===== src/rtl/pc_fetch_unit_pkg.sv =====
// Shared encodings for the instruction fetch unit: PCSrc decisions and fetch FSM states.
package pc_fetch_unit_pkg;

    localparam logic [1:0] PC_SEQ    = 2'b00;
    localparam logic [1:0] PC_BRANCH = 2'b01;
    localparam logic [1:0] PC_JALR   = 2'b10;

    typedef enum logic [1:0] {
        S_RESET = 2'b00,
        S_FETCH = 2'b01,
        S_WAIT  = 2'b10,
        S_HOLD  = 2'b11
    } if_state_e;

    // The reserved encoding 2'b11 behaves as sequential, so only two codes redirect.
    function automatic logic is_redirect(input logic [1:0] src);
        return (src == PC_BRANCH) || (src == PC_JALR);
    endfunction

endpackage


===== src/rtl/pc_fetch_unit_if.sv =====
// Fetch-side bus bundle: IMEM request/response channel plus the decode valid/ready channel.
interface pc_fetch_unit_if #(parameter int XLEN = 32);

    logic            imem_req;
    logic [XLEN-1:0] imem_addr;
    logic            imem_gnt;
    logic            imem_rvalid;
    logic [31:0]     imem_rdata;

    logic            if_valid;
    logic            if_ready;
    logic [31:0]     if_instr;
    logic [XLEN-1:0] if_pc;

    modport master (
        output imem_req, imem_addr, if_valid, if_instr, if_pc,
        input  imem_gnt, imem_rvalid, imem_rdata, if_ready
    );

    modport slave (
        input  imem_req, imem_addr, if_valid, if_instr, if_pc,
        output imem_gnt, imem_rvalid, imem_rdata, if_ready
    );

endinterface


===== src/rtl/pc_fetch_unit_target_gen.sv =====
// Redirect target generation from the branch-control PCSrc decision.
module pc_fetch_unit_target_gen
    import pc_fetch_unit_pkg::*;
#(
    parameter int XLEN = 32
) (
    input  logic [1:0]      pc_src,
    input  logic [XLEN-1:0] ex_pc,
    input  logic [XLEN-1:0] ex_imm,
    input  logic [XLEN-1:0] alu_result,
    output logic [XLEN-1:0] target,
    output logic            redirect,
    output logic            misalign_raw
);

    logic [XLEN-1:0] raw;

    always_comb begin
        raw = ex_pc + ex_imm;
        if (pc_src == PC_JALR) begin
            raw = alu_result & ~XLEN'(1);
        end
    end

    // pc_q only holds word-aligned addresses; bit 1 is reported separately as misalign.
    assign target       = raw & ~XLEN'(3);
    assign misalign_raw = raw[1];
    assign redirect     = is_redirect(pc_src);

endmodule


===== src/rtl/pc_fetch_unit.sv =====
// Program counter owner and single-outstanding IMEM fetcher feeding decode over valid/ready.
//
//  state   | meaning
//  --------+---------------------------------------------------------------
//  S_RESET | first cycle after reset, no request issued
//  S_FETCH | imem_req asserted at pc_q, waiting for imem_gnt
//  S_WAIT  | request accepted, waiting for imem_rvalid (drop_q marks stale)
//  S_HOLD  | instruction buffered, if_valid high until decode takes it
module pc_fetch_unit
    import pc_fetch_unit_pkg::*;
#(
    parameter int              XLEN     = 32,
    parameter logic [XLEN-1:0] RESET_PC = '0
) (
    input  logic            clk,
    input  logic            rst_n,
    input  logic [1:0]      pc_src,
    input  logic [XLEN-1:0] ex_pc,
    input  logic [XLEN-1:0] ex_imm,
    input  logic [XLEN-1:0] alu_result,
    output logic            flush,
    output logic            misalign,
    pc_fetch_unit_if.master bus
);

    if_state_e       state_q, state_d;
    logic [XLEN-1:0] pc_q, pc_d;
    logic [XLEN-1:0] if_pc_q, if_pc_d;
    logic [31:0]     if_instr_q, if_instr_d;
    logic            if_valid_q, if_valid_d;
    logic            drop_q, drop_d;
    logic            misalign_q;

    logic [XLEN-1:0] target;
    logic            redirect;
    logic            misalign_raw;

    pc_fetch_unit_target_gen #(.XLEN(XLEN)) u_target_gen (
        .pc_src       (pc_src),
        .ex_pc        (ex_pc),
        .ex_imm       (ex_imm),
        .alu_result   (alu_result),
        .target       (target),
        .redirect     (redirect),
        .misalign_raw (misalign_raw)
    );

    always_ff @(posedge clk) begin
        if (!rst_n) begin
            state_q    <= S_RESET;
            pc_q       <= RESET_PC;
            if_pc_q    <= '0;
            if_instr_q <= '0;
            if_valid_q <= 1'b0;
            drop_q     <= 1'b0;
            misalign_q <= 1'b0;
        end else begin
            state_q    <= state_d;
            pc_q       <= pc_d;
            if_pc_q    <= if_pc_d;
            if_instr_q <= if_instr_d;
            if_valid_q <= if_valid_d;
            drop_q     <= drop_d;
            misalign_q <= redirect & misalign_raw;
        end
    end

    always_comb begin
        state_d    = state_q;
        pc_d       = pc_q;
        if_pc_d    = if_pc_q;
        if_instr_d = if_instr_q;
        if_valid_d = if_valid_q;
        drop_d     = drop_q;

        case (state_q)
            S_RESET: state_d = S_FETCH;
            S_FETCH: begin
                if (bus.imem_gnt) begin
                    if_pc_d = pc_q;
                    pc_d    = pc_q + XLEN'(4);
                    state_d = S_WAIT;
                end
            end
            S_WAIT: begin
                if (bus.imem_rvalid) begin
                    if (drop_q) begin
                        drop_d  = 1'b0;
                        state_d = S_FETCH;
                    end else begin
                        if_instr_d = bus.imem_rdata;
                        if_valid_d = 1'b1;
                        state_d    = S_HOLD;
                    end
                end
            end
            S_HOLD: begin
                if (bus.if_ready) begin
                    if_valid_d = 1'b0;
                    state_d    = S_FETCH;
                end
            end
            default: state_d = S_RESET;
        endcase

        // A redirect overrides whatever the state decided this cycle.
        if (redirect) begin
            pc_d = target;
            case (state_q)
                S_FETCH: begin
                    if (bus.imem_gnt) begin
                        drop_d  = 1'b1;
                        state_d = S_WAIT;
                    end else begin
                        state_d = S_FETCH;
                    end
                end
                S_WAIT: begin
                    if_instr_d = if_instr_q;
                    if_valid_d = 1'b0;
                    if (bus.imem_rvalid) begin
                        drop_d  = 1'b0;
                        state_d = S_FETCH;
                    end else begin
                        drop_d  = 1'b1;
                        state_d = S_WAIT;
                    end
                end
                S_HOLD: begin
                    if_valid_d = 1'b0;
                    state_d    = S_FETCH;
                end
                default: state_d = S_FETCH;
            endcase
        end
    end

    assign bus.imem_req  = (state_q == S_FETCH);
    assign bus.imem_addr = pc_q;
    assign bus.if_valid  = if_valid_q & ~redirect;
    assign bus.if_instr  = if_instr_q;
    assign bus.if_pc     = if_pc_q;
    assign flush         = redirect;
    assign misalign      = misalign_q;

endmodule

===== src/flat_wrapper.sv =====
// flat-port wrapper written by rule: the top's interface ports become plain ports
module pc_fetch_unit_flat import pc_fetch_unit_pkg::*;
#(
    parameter int              XLEN     = 32,
    parameter logic [XLEN-1:0] RESET_PC = '0
)
  (clk, rst_n, pc_src, ex_pc, ex_imm, alu_result, flush, misalign, bus_imem_req, bus_imem_addr, bus_if_valid, bus_if_instr, bus_if_pc, bus_imem_gnt, bus_imem_rvalid, bus_imem_rdata, bus_if_ready);
  pc_fetch_unit_if #(.XLEN(XLEN)) bus_i ();
  input  logic clk;
  input  logic rst_n;
  input  logic [1:0] pc_src;
  input  logic [XLEN-1:0] ex_pc;
  input  logic [XLEN-1:0] ex_imm;
  input  logic [XLEN-1:0] alu_result;
  output logic flush;
  output logic misalign;
  output wire logic [$bits(bus_i.imem_req)-1:0] bus_imem_req;
  output wire logic [$bits(bus_i.imem_addr)-1:0] bus_imem_addr;
  output wire logic [$bits(bus_i.if_valid)-1:0] bus_if_valid;
  output wire logic [$bits(bus_i.if_instr)-1:0] bus_if_instr;
  output wire logic [$bits(bus_i.if_pc)-1:0] bus_if_pc;
  input wire logic [$bits(bus_i.imem_gnt)-1:0] bus_imem_gnt;
  input wire logic [$bits(bus_i.imem_rvalid)-1:0] bus_imem_rvalid;
  input wire logic [$bits(bus_i.imem_rdata)-1:0] bus_imem_rdata;
  input wire logic [$bits(bus_i.if_ready)-1:0] bus_if_ready;
  assign bus_imem_req = bus_i.imem_req;
  assign bus_imem_addr = bus_i.imem_addr;
  assign bus_if_valid = bus_i.if_valid;
  assign bus_if_instr = bus_i.if_instr;
  assign bus_if_pc = bus_i.if_pc;
  assign bus_i.imem_gnt = bus_imem_gnt;
  assign bus_i.imem_rvalid = bus_imem_rvalid;
  assign bus_i.imem_rdata = bus_imem_rdata;
  assign bus_i.if_ready = bus_if_ready;
  pc_fetch_unit #(.XLEN(XLEN), .RESET_PC(RESET_PC)) u_core (.clk(clk), .rst_n(rst_n), .pc_src(pc_src), .ex_pc(ex_pc), .ex_imm(ex_imm), .alu_result(alu_result), .flush(flush), .misalign(misalign), .bus(bus_i));
endmodule

===== config.mk =====
export PLATFORM = sky130hd
export DESIGN_NAME = pc_fetch_unit_flat
export DESIGN_NICKNAME = d
export VERILOG_FILES = /design/src/rtl/pc_fetch_unit_pkg.sv /design/src/rtl/pc_fetch_unit_if.sv /design/src/rtl/pc_fetch_unit_target_gen.sv /design/src/rtl/pc_fetch_unit.sv /design/src/flat_wrapper.sv
export SDC_FILE = /design/constraint.sdc
export NUM_CORES = 1
export LEC_CHECK = 0
export CAP_MARGIN = 40
export CELL_PAD_IN_SITES_DETAIL_PLACEMENT = 1
export CELL_PAD_IN_SITES_GLOBAL_PLACEMENT = 2
export CORE_UTILIZATION = 24
export DETAILED_ROUTE_END_ITERATION = 6
export PLACE_DENSITY_LB_ADDON = 0.1
export SLEW_MARGIN = 0
export SYNTH_ARGS = -nofsm -noshare
export SYNTH_HDL_FRONTEND = slang
export SYNTH_SLANG_ARGS = --single-unit
export TNS_END_PERCENT = 1

===== constraint.sdc =====
create_clock -name clk -period 3.6 [get_ports clk]
set_input_delay 0.72 -clock clk [delete_from_list [all_inputs] [get_ports clk]]
set_output_delay 0.72 -clock clk [all_outputs]
set_load 0.02 [all_outputs]

Yosys cells after proc, flatten, opt, wreduce, memory -nomap -nowiden
Cells that the tools add are included.

word-level totals
  bits of input ports = 135
  flip-flop bits (word level) = 101
  logic and storage cells = 62

operators by class
  eq/ne operators = 9
  $add $sub $neg = 2
  reductions and logical operators = 9
  multiplexer cells = 30
  bitwise logic cells = 4

operator list
  cell                                                                     count
  32-bit 2-to-1 mux                                                        9
  32-bit by 3-bit adder with 32-bit output, second input constant          1
  32-bit adder                                                             1
  2-bit 2-to-1 mux                                                         7
  1-bit 2-to-1 mux                                                         10
  2-bit one-hot mux with 4 select lines                                    1
  2-bit == test, second input constant                                     3
  3-bit by 2-bit inequality test with 1-bit output, second input constant  2
  2-bit by 1-bit == test with 1-bit output, second input constant          2
  1-bit one-hot mux with 2 select lines                                    2
  2-bit one-hot mux with 2 select lines                                    1
  2-bit AND reduction                                                      2
  2-bit nonzero test                                                       2
  2-bit OR reduction                                                       2
  3-bit by 1-bit inequality test with 1-bit output, second input constant  1
  3-bit AND reduction                                                      1
  1-bit bitwise AND                                                        2
  2-bit zero test                                                          1
  2-bit inequality test, second input constant                             1
  1-bit inverter                                                           2
  1-bit logical OR                                                         1

Depth between registers and ports, before layout
Gate-level depths: netlist of the first run.

  word-level depth = 5
  mapped depth = 11

Hierarchy
A second synthesis of the first run with hierarchy kept.

second synthesis, totals
  cells, all modules = 894
  area, all modules = 6578.8 um^2

modules (own cells, without submodules)
  module                    instances  area each (um^2)  seq. area each (um^2)  cells each
  pc_fetch_unit             1          4395.5            2021.9                 560
  pc_fetch_unit_target_gen  1          2183.3            0.0                    334

Worst setup path before layout of the first run
OpenSTA, ideal clock, no wires.

  path kind = input to register
  start = input ex_pc[0]
  end = register u_core.pc_q[30] (netlist: u_core.bus.imem_addr[30])
  path slack = 0.621 ns
  arrival time = 2.856 ns
  cell stages on the path = 11
  required time = 3.477 ns
  library setup time = 0.123 ns
  path through = and2_1 > fa_1 > a21oi_1 > o211a_1 > o21ai_0 > nor3_1 > o21ai_0 > a221oi_1 > a21oi_1 > xnor2_1 > o22ai_1

between the ends
  word-level cells in the longest chain between the ends = 3

ends and longest elaborated chain
  item                  line                            source
  from (decl)           flat_wrapper.sv:12              input logic [XLEN-1:0] ex_pc;
  32-bit adder          pc_fetch_unit_target_gen.sv:19  raw = ex_pc + ex_imm;
  32-bit 2-to-1 mux     pc_fetch_unit_target_gen.sv:20  if (pc_src == PC_JALR) begin
  32-bit 2-to-1 mux     pc_fetch_unit.sv:107            if (redirect) begin
  to (signal assigned)  pc_fetch_unit.sv:59             pc_q <= pc_d;
  to (decl)             pc_fetch_unit.sv:27             logic [XLEN-1:0] pc_q, pc_d;

Every way passes these cells.
A chain may end at the register's enable or synchronous reset.

Worst setup path in the final report of the first run
Same ends and word-level chain as after synthesis.

==> flow_summary_export.csv, run 1 <==
group,metric,value,unit
status,status,"complete, no violations",
placement,gp_congestion,0.808,
route,vias_per_cell,4.69,
global_route,overflow,0,
pwr,vdd_drop_max,183,µV
clocking,numCtsBuffers,9,
clocking,clock_path_buffers,2,
logic_synthesis,synth-main-ff-cell,"dfxtp_1",
logic_synthesis,syn_area,5930,µm²
flow_run,drv_cap,0,
placement,post-place-ws,-0.307,ns
logic_synthesis,ys_ff_latch,97,
critical_path,path_delay_family,"compound AO/OA/AOI/OAI gates",
logic_synthesis,async_flop_share,0,%
logic_synthesis,synth.top_cell.area_share,32.7,%
floorplanning,rows,57,
pwr,p_total,3410,µW
global_route,track_usage,17.6,%
floorplanning,ioPinCount,235,
critical_path,path_class,"in -> reg",
final_layout,antenna_cells,0,
clocking,clock-sinks,97,
logic_synthesis,yosysTopAreaCell,"dfxtp_1",
floorplanning,die_h,159,µm
timing,finClkSkew,0.0113,ns
critical_path,cp_slowest_stage_delay,0.42,ns
logic_synthesis,synth-warning-count,0,
clocking,cts_tree,"built",
final_layout,final_nets,1194,
timing,drv_slew,0,
critical_path,startpoint_type,"input port",
logic_synthesis,seq_area_frac_synth,32.7,%
timing,fmax,294,MHz
global_route,antenna_found_initial,0,
clocking,clk_pin_slew,0.07,ns
min_path,hold_start,"u_core.bus.if_instr[21]",
pwr,p_leak,0.00334,µW
logic_synthesis,yosys.cell_types.count,61,
logic_synthesis,netlist_instances,784,
route,antenna_left,0,
logic_synthesis,synth_area_leaders,"dfxtp_1 33%, nand2_1 11%, a21oi_1 9.5%, ha_1 7.6%, xor2_1 5.3%",
critical_path,cp.required,3.84,ns
final_layout,area_delta_synth_final,53.7,%
floorplanning,core-area,24200,µm²
critical_path,regToRegStartpoint,"u_core.bus.imem_addr[13]",
timing,finalSetupViolations,0,
clocking,clkLatencyLatePin,0.36,ns
route,vias,6340,
timing,period_needed,3.40,ns
floorplanning,die_area,25400,µm²
critical_path,path_max_fanout,2,
placement,dp_hpwl,17400,µm
global_route,grt_max_degree,72,
route,drt_iter0_markers,226,
pwr,powerDensity,374,nW/µm²
critical_path,cpMaxStageDelayCell,"clkdlybuf4s50_1",
route,drtPass1Iterations,4,
critical_path,startpoint,"ex_pc[0]",
route,drt-total-wl,22200,µm
floorplanning,start_util,24.5,%
placement,io_buffers,229,
floorplanning,dieWidth,159,µm
timing,hold_viol,0,
critical_path,arrival,3.64,ns
timing,layout_setup_ws,0.196,ns
route,remaining_drc_errors,0,
timing,slew_headroom,49.5,%
final_layout,final_layout_size_suffix_gt1_share,7.40,%
timing,rsz0062_at_grt,"false",
critical_path,crit_buf_inv,1,
min_path,min_path_type,"reg -> reg",
critical_path,cpMostUsedCell,"a21oi_1",
logic_synthesis,synth_edf_count,0,
critical_path,path_cells,"clkdlybuf4s50_1 > and2_1 > fa_1 > a21oi_1 > o211a_1 > o21ai_1 > nor3_1 > o21ai_0 > a221oi_2 > a21oi_1 > xnor2_1 > o22ai_1",
clocking,cts_resized,0,
route,avgRoutedWirePerCell,16.4,µm
timing,worst_pin_slew,0.754,ns
global_route,grt_pass1_vias,6480,
clocking,ctsRootBufferMaster,"clkbuf_16",
global_route,grt_pass1_wl,35800,µm
logic_synthesis,avgSynthCellArea,7.57,µm²
clocking,cts_hold_buf,0,
clocking,h-tree-depth,3,
timing,post-route-period-util,94.5,%
critical_path,end_kind,"flop",
clocking,post-cts-setup-buffers,0,
[cells by family (layout without fill, tap and decap cells)]
| group | count (synthesis) | count (layout) | synth area share (%) |
|---|---|---|---|
| simple gates | 296 | 296 | 21.8 |
| fa+ha+maj | 37 | 37 | 7.93 |
| flops | 97 | 97 | 32.7 |
| xor+xnor | 55 | 55 | 8.12 |
| buf+inv | 62 | 302 | 4.24 |
| other cells | 1 | 4 | 0.0632 |
| compound gates | 232 | 232 | 24.4 |
| mux | 4 | 4 | 0.696 |
[per-stage QoR]
| stage | utilization, % | std cells | setup TNS [ns] | instance area, µm² | hold WS (ns) |
|---|---|---|---|---|---|
| after floorplan | - | 787 | 0 | 5940 | 0.440 |
| after global placement | 36.2 | 1335 | -0.580 | 8780 | 0.442 |
| after detailed placement | 36.2 | 1335 | -1.04 | 8780 | 0.447 |
| after CTS | 37.6 | 1351 | 0 | 9110 | 0.457 |
| after global routing | 37.6 | 1351 | 0 | 9120 | 0.474 |
| final | 37.6 | 1351 | 0 | 9120 | 0.455 |
[worst paths after layout]
path	end	slack [ns]	cells after the start
worst min register to register	u_core.bus.if_instr[21]	0.45	2
worst max register to register	u_core.bus.imem_addr[28]	1.05	8
worst min-delay path	u_core.bus.if_instr[21]	0.45	2
worst max-delay path	u_core.bus.imem_addr[30]	0.20	12
[flip-flops by register name, summed over array words and instances, names as in the netlist, named ones only]
| signal | cells |
|---|---|
| u_core.misalign | 1 |
| u_core.drop_q | 1 |
| u_core.bus.if_instr | 32 |
| u_core.bus.if_pc | 30 |
| u_core.bus.imem_addr | 30 |
| u_core.state_q | 2 |
[cell type report]
type                    count  area (µm²)
well taps                 324         405
flip-flops and latches     97        1940
fillers                  2931       15100
multi-input cells         628        3760
clock buffers              10         239
clock inverters             6        96.3
inverters                  15        56.3
repair buffers            271        2620
[synth_stat cells, types with 6 or more instances]
master	instances
a211oi_1	25
a21o_1	10
a21oi_1	113
and2_1	6
and3_1	17
buf_1	6
clkbuf_1	34
dfxtp_1	97
ha_1	36
inv_1	13
nand2_1	174
nand3_1	20
nand4_1	12
nor2_1	40
nor3_1	10
o21ai_0	30
o21bai_1	6
xnor2_1	19
xor2_1	36
[cell usage in the layout (no fill, tap or decap), types with 19 or more instances in the layout]
cell type and n:
xor2_1 36, buf_4 41, o21ai_0 29, dfxtp_1 97
nand3_1 20, clkdlybuf4s50_1 229, a211oi_1 25, nand2_1 174
nor2_1 40, xnor2_1 19, a21oi_1 113, ha_1 35
[tightest hold or removal path, delay by kind of cell, from the launching register on]
kind	cells	cell delay, ns
AOI/OAI and AO/OA	1	0.05
and+or+nand+nor	1	0.05
DFF	1	0.31
[layer usage]
layer	vias up	global-route usage [%]	routed length, µm
met5	-	0	0
met1	2926	25.1	11200
met3	19	2.74	1010
met4	0	4.63	310
li1	3231	-	-
met2	164	27.5	9700
[power by group]
part | total [µW] | internal [µW] | switching [µW]
Combinational | 1080 | 523 | 556
Clock | 1100 | 639 | 462
Sequential | 1230 | 1140 | 89.9
Total | 3410 | 2300 | 1110
(Power assumes the default switching activity.)
==> inputs of run 2 (changes only) <==
--- a/config.mk
+++ b/config.mk
@@ -11,6 +11,7 @@
 export CORE_UTILIZATION = 24
 export DETAILED_ROUTE_END_ITERATION = 6
 export PLACE_DENSITY_LB_ADDON = 0.1
+export SETUP_SLACK_MARGIN = 0.5
 export SLEW_MARGIN = 0
 export SYNTH_ARGS = -nofsm -noshare
 export SYNTH_HDL_FRONTEND = slang
==> flow_summary_export.csv, run 2 (synthesis results as in run 1) <==
group,metric,value,unit
status,status,"complete, no violations",
placement,post-place-cells,1335,
clocking,clk_pin_slew,0.07,ns
final_layout,final_layout_size_suffix_gt1_share,11.5,%
critical_path,reg2reg_depth,8,
final_layout,mostFrequentLayoutCell,"clkdlybuf4s50_1",
critical_path,cp_slowest_stage_delay,0.64,ns
flow_run,drv_cap,0,
critical_path,path_cells,"clkdlybuf4s50_1 > inv_1 > ha_2 > and2_1 > clkdlybuf4s50_1",
timing,period_needed,3.07,ns
global_route,grt_pass1_wl,35900,µm
floorplanning,start_util,24.5,%
critical_path,cpMaxStageDelayCell,"clkdlybuf4s50_1",
timing,fin_tns_setup,0,ns
global_route,antenna_found_initial,0,
route,vias,6394,
timing,worst_pin_slew,0.749,ns
pwr,p_leak,0.00349,µW
clocking,numCtsBuffers,9,
clocking,ctsRootBufferMaster,"clkbuf_16",
timing,drv_slew,0,
route,antenna_left,0,
min_path,min_path_type,"reg -> reg",
critical_path,startpoint,"pc_src[0]",
critical_path,cpMostUsedCell,"clkdlybuf4s50_1",
global_route,grt_max_degree,72,
final_layout,largest_reg_flops,32,
route,avgRoutedWirePerCell,16.7,µm
clocking,h-tree-depth,3,
floorplanning,dieWidth,159,µm
placement,dp_hpwl,17400,µm
clocking,clock-sinks,97,
critical_path,path_max_fanout,3,
floorplanning,ioPinCount,235,
route,drt_iter0_markers,219,
timing,fmax,326,MHz
critical_path,rrSetupSlack,1.09,ns
final_layout,multi_input_area,4010,µm²
final_layout,instances_no_fill,1357,
clocking,clock_path_buffers,2,
route,drt-total-wl,22700,µm
final_layout,seqCellArea,1940,µm²
final_layout,area_delta_synth_final,59.2,%
timing,hold_viol,0,
placement,io_buffers,229,
final_layout,final_nets,1200,
route,drtPass1Iterations,4,
critical_path,cp.required,2.88,ns
global_route,grt_pass1_vias,6494,
critical_path,arrival,2.35,ns
route,vias_per_cell,4.71,
floorplanning,core-area,24200,µm²
timing,finClkSkew,0.0116,ns
critical_path,startpoint_type,"input port",
placement,gp_congestion,0.808,
final_layout,fin_util,38.9,%
timing,slew_headroom,49.9,%
critical_path,path_class,"in -> out",
timing,finalSetupViolations,0,
critical_path,reg2reg_to,"u_core.bus.imem_addr[28]",
final_layout,nFillCells,2899,
critical_path,crit_buf_inv,3,
global_route,track_usage,17.7,%
clocking,cts_tree,"built",
critical_path,end_kind,"primary output",
global_route,overflow,0,
pwr,powerDensity,368,nW/µm²
critical_path,regToRegStartpoint,"u_core.bus.imem_addr[13]",
timing,rsz0062_at_grt,"true",
pwr,vdd_drop_max,184,µV
final_layout,antenna_cells,0,
critical_path,crit_cells,5,
final_layout,mostFrequentLayoutCells,"220 x clkdlybuf4s50_1, 171 x nand2_1, 105 x a21oi_1",
clocking,clkLatencyLatePin,0.36,ns
floorplanning,rows,57,
route,remaining_drc_errors,0,
critical_path,crit_end,"bus_if_valid",
critical_path,path_delay_family,"buffers and inverters",
floorplanning,die_area,25400,µm²
timing,post-route-period-util,85.2,%
clocking,cts_hold_buf,0,
floorplanning,die_h,159,µm
==> run 2: changes by cell type in the layout (fill, tap and decap cells not counted), sizes merged <==
cell,delta
buf,+6
clkdlybuf4s50,-9
dlymetal6s2s,+9
==> run 2: through the flow <==
step,hold slack (ns),total power [µW],worst slack (ns),instance area (µm²)
3_3_place_gp,0.442,2340,-0.240,8780
2_1_floorplan,0.440,1800,0.621,5940
4_1_cts,0.457,3470,0.415,9130
6_report,0.455,3480,0.532,9440
5_1_grt,0.474,3670,0.449,9440
3_5_place_dp,0.447,2340,-0.307,8780
==> run 2: worst reg2reg max path, cell delays in order (launching register included) <==
cell      delay [ns]
dfxtp_1         0.49
nand3_1         0.20
nor4_2          0.43
nand4_1         0.20
nor2_2          0.20
nand2_1         0.09
or3_1           0.35
a31o_2          0.25
a221oi_2        0.21
==> run 2: layout make-up <==
class,count,share of cell area [%]
multi-input combinational,628,42.5
clock inverter,6,1.02
timing repair buffer,277,28.5
tap,324,4.29
inverter,15,0.596
sequential,97,20.6
clock buffer,10,2.53
==> run 2: layer usage <==
layer	GRT usage, %	routed length [µm]
met4	4.63	326
met3	2.74	982
met2	27.6	10100
met1	25.2	11300
met5	0	0
==> run 2: timing repair <==
action                                  4_1_cts  5_1_grt
buffers inserted                              0        6
endpoints found under the setup margin       13       21
resized for setup                             7       51
gates cloned                                  0        0
pin swaps                                     2       26
==> run 2: how the worst min path moves through the flow <==
stage,startpoint,end,slack [ns],depth (start not counted)
after floorplan,flop,flop,0.44,2
after global routing,u_core.bus.if_pc[4],u_core.bus.if_pc[4],0.47,2
final,u_core.bus.if_pc[4],u_core.bus.if_pc[4],0.45,2
after detailed placement,u_core.bus.if_pc[11],u_core.bus.if_pc[11],0.45,2
after global placement,u_core.bus.if_instr[17],u_core.bus.if_instr[17],0.44,2
after CTS,u_core.bus.if_pc[11],u_core.bus.if_pc[11],0.46,2
==> run 2: report_power, final <==
| group | internal, µW | total [µW] | switching [µW] |
|---|---|---|---|
| Sequential | 1140 | 1230 | 89.7 |
| Clock | 639 | 1100 | 462 |
| Combinational | 561 | 1150 | 588 |
| Total | 2340 | 3480 | 1140 |
==> inputs of run 3 (changes only) <==
==> constraint.sdc (replaced) <==
create_clock -name clk -period 2.9 [get_ports clk]
set_input_delay 0.58 -clock clk [delete_from_list [all_inputs] [get_ports clk]]
set_output_delay 0.58 -clock clk [all_outputs]
set_load 0.005 [all_outputs]
==> flow_summary_export.csv, run 3 (synthesis results as in run 1) <==
group,metric,value,unit
timing,rsz0062_at_grt,"true",
pwr,switching_share,33.0,%
pwr,pwr-share-seq,35.7,%
timing,post-route-period-util,89.9,%
pwr,p_total,4250,µW
final_layout,mostFrequentLayoutCells,"188 x clkdlybuf4s50_1, 170 x nand2_1, 107 x buf_4",
final_layout,multi_input_area,4290,µm²
placement,post-place-cells,1398,
placement,gp_congestion,0.812,
route,drt-total-wl,23400,µm
final_layout,antenna_cells,0,
final_layout,final_layout_size_suffix_gt1_share,20.3,%
critical_path,cp.required,3.20,ns
route,antenna_left,0,
pwr,powerDensity,415,nW/µm²
timing,drv_slew,0,
clocking,clock_path_buffers,2,
route,drt_iter0_markers,137,
route,avgRoutedWirePerCell,16.4,µm
floorplanning,dieWidth,159,µm
pwr,vdd_drop_max,228,µV
critical_path,path_class,"in -> reg",
route,drtPass1Iterations,4,
final_layout,instances_no_fill,1426,
clocking,clkLatencyLatePin,0.35,ns
status,status,"complete, no violations",
final_layout,area_delta_synth_final,72.5,%
global_route,grt_max_degree,38,
route,vias,6576,
clocking,clk_pin_slew,0.07,ns
global_route,grt_pass1_wl,37200,µm
timing,hold_viol,0,
placement,io_buffers,229,
critical_path,arrival,2.90,ns
final_layout,largest_reg_flops,32,
floorplanning,die_h,159,µm
route,remaining_drc_errors,0,
floorplanning,core-area,24200,µm²
timing,holdWs,0.452,ns
floorplanning,rows,57,
timing,layout_setup_ws,0.292,ns
clocking,numCtsBuffers,9,
critical_path,startpoint_type,"input port",
clocking,cts_tree,"built",
final_layout,final_nets,1269,
critical_path,rrSetupSlack,0.46,ns
clocking,clock-sinks,97,
global_route,track_usage,18.4,%
timing,finalSetupViolations,0,
timing,fmax,383,MHz
final_layout,mostFrequentLayoutCell,"clkdlybuf4s50_1",
flow_run,drv_cap,0,
critical_path,end_kind,"flop",
global_route,grt_pass1_vias,6733,
placement,post-place-ws,-0.462,ns
pwr,p_sw,1400,µW
clocking,ctsRootBufferMaster,"clkbuf_16",
pwr,p_comb_share,35.8,%
timing,finClkSkew,0.0107,ns
placement,dp_hpwl,18400,µm
final_layout,nFillCells,2875,
pwr,p_leak,0.00393,µW
min_path,min_path_type,"reg -> reg",
global_route,overflow,0,
floorplanning,start_util,24.5,%
route,vias_per_cell,4.61,
timing,period_needed,2.61,ns
clocking,cts_hold_buf,0,
timing,slew_headroom,49.2,%
pwr,p_int,2850,µW
timing,fin_tns_setup,0,ns
critical_path,path_max_fanout,4,
floorplanning,ioPinCount,235,
final_layout,seqCellArea,1940,µm²
timing,worst_pin_slew,0.762,ns
clocking,h-tree-depth,3,
pwr,pwr-share-clk,28.5,%
floorplanning,die_area,25400,µm²
global_route,antenna_found_initial,0,
[run 3: final cells by class]
cell class | instances | area share [%]
clock buffers | 9 | 2.20
clock inverters | 7 | 0.697
inverters | 15 | 0.550
multi-input cells | 628 | 41.9
flip-flops and latches | 97 | 19.0
well taps | 324 | 3.96
repair buffers | 346 | 31.7
[run 3: critical path, stage by stage]
cell and delay, ns:
dlygate4sd2_1 0.26, ha_4 0.30, and3_4 0.19, o21ai_0 0.09, o21ai_2 0.16, buf_6 0.14
nor3_4 0.03, buf_6 0.14, nor4_4 0.30, nor2_1 0.09, xor2_1 0.16, o211ai_1 0.26
and3_1 0.19
[run 3: what timing repair did]
action | CTS | global route
gates cloned | 0 | 0
endpoints found under the setup margin | 30 | 27
pin swaps | 55 | 49
resized for setup | 86 | 71
buffers inserted | 8 | 4
[run 3: final timing paths]
check | start | end | depth (start not counted)
setup reg to reg | u_core.bus.imem_addr[7] | u_core.bus.imem_addr[28] | 8
hold reg to reg | u_core.bus.if_pc[14] | u_core.bus.if_pc[14] | 2
hold / removal | u_core.bus.if_pc[14] | u_core.bus.if_pc[14] | 2
setup / recovery | ex_pc[8] | u_core.bus.imem_addr[20] | 13
[run 3: per-stage QoR]
step                      util, %  instance area (µm²)
final                        42.2                10200
after global routing         42.2                10200
after CTS                    41.2                10000
after detailed placement     38.5                 9330
after global placement       38.5                 9330
after floorplan                 -                 5990
[run 3: power by group through the flow]
stage	Clock, µW	Sequential (µW)	Combinational [µW]
final	1210	1520	1520
after global routing	1300	1530	1660
after CTS	1260	1520	1470
after detailed placement	0	1550	1380
after global placement	0	1550	1370
after floorplan	0	1530	619
[run 3: layer usage]
layer  track usage [%]  part of all wire, %  up-vias
li1                  -                    -     3373
met1              25.5                   48     3050
met2              30.3                   47      136
met3              2.08                  3.3       17
met4              4.55                  1.2        0
met5                 0                    0        -
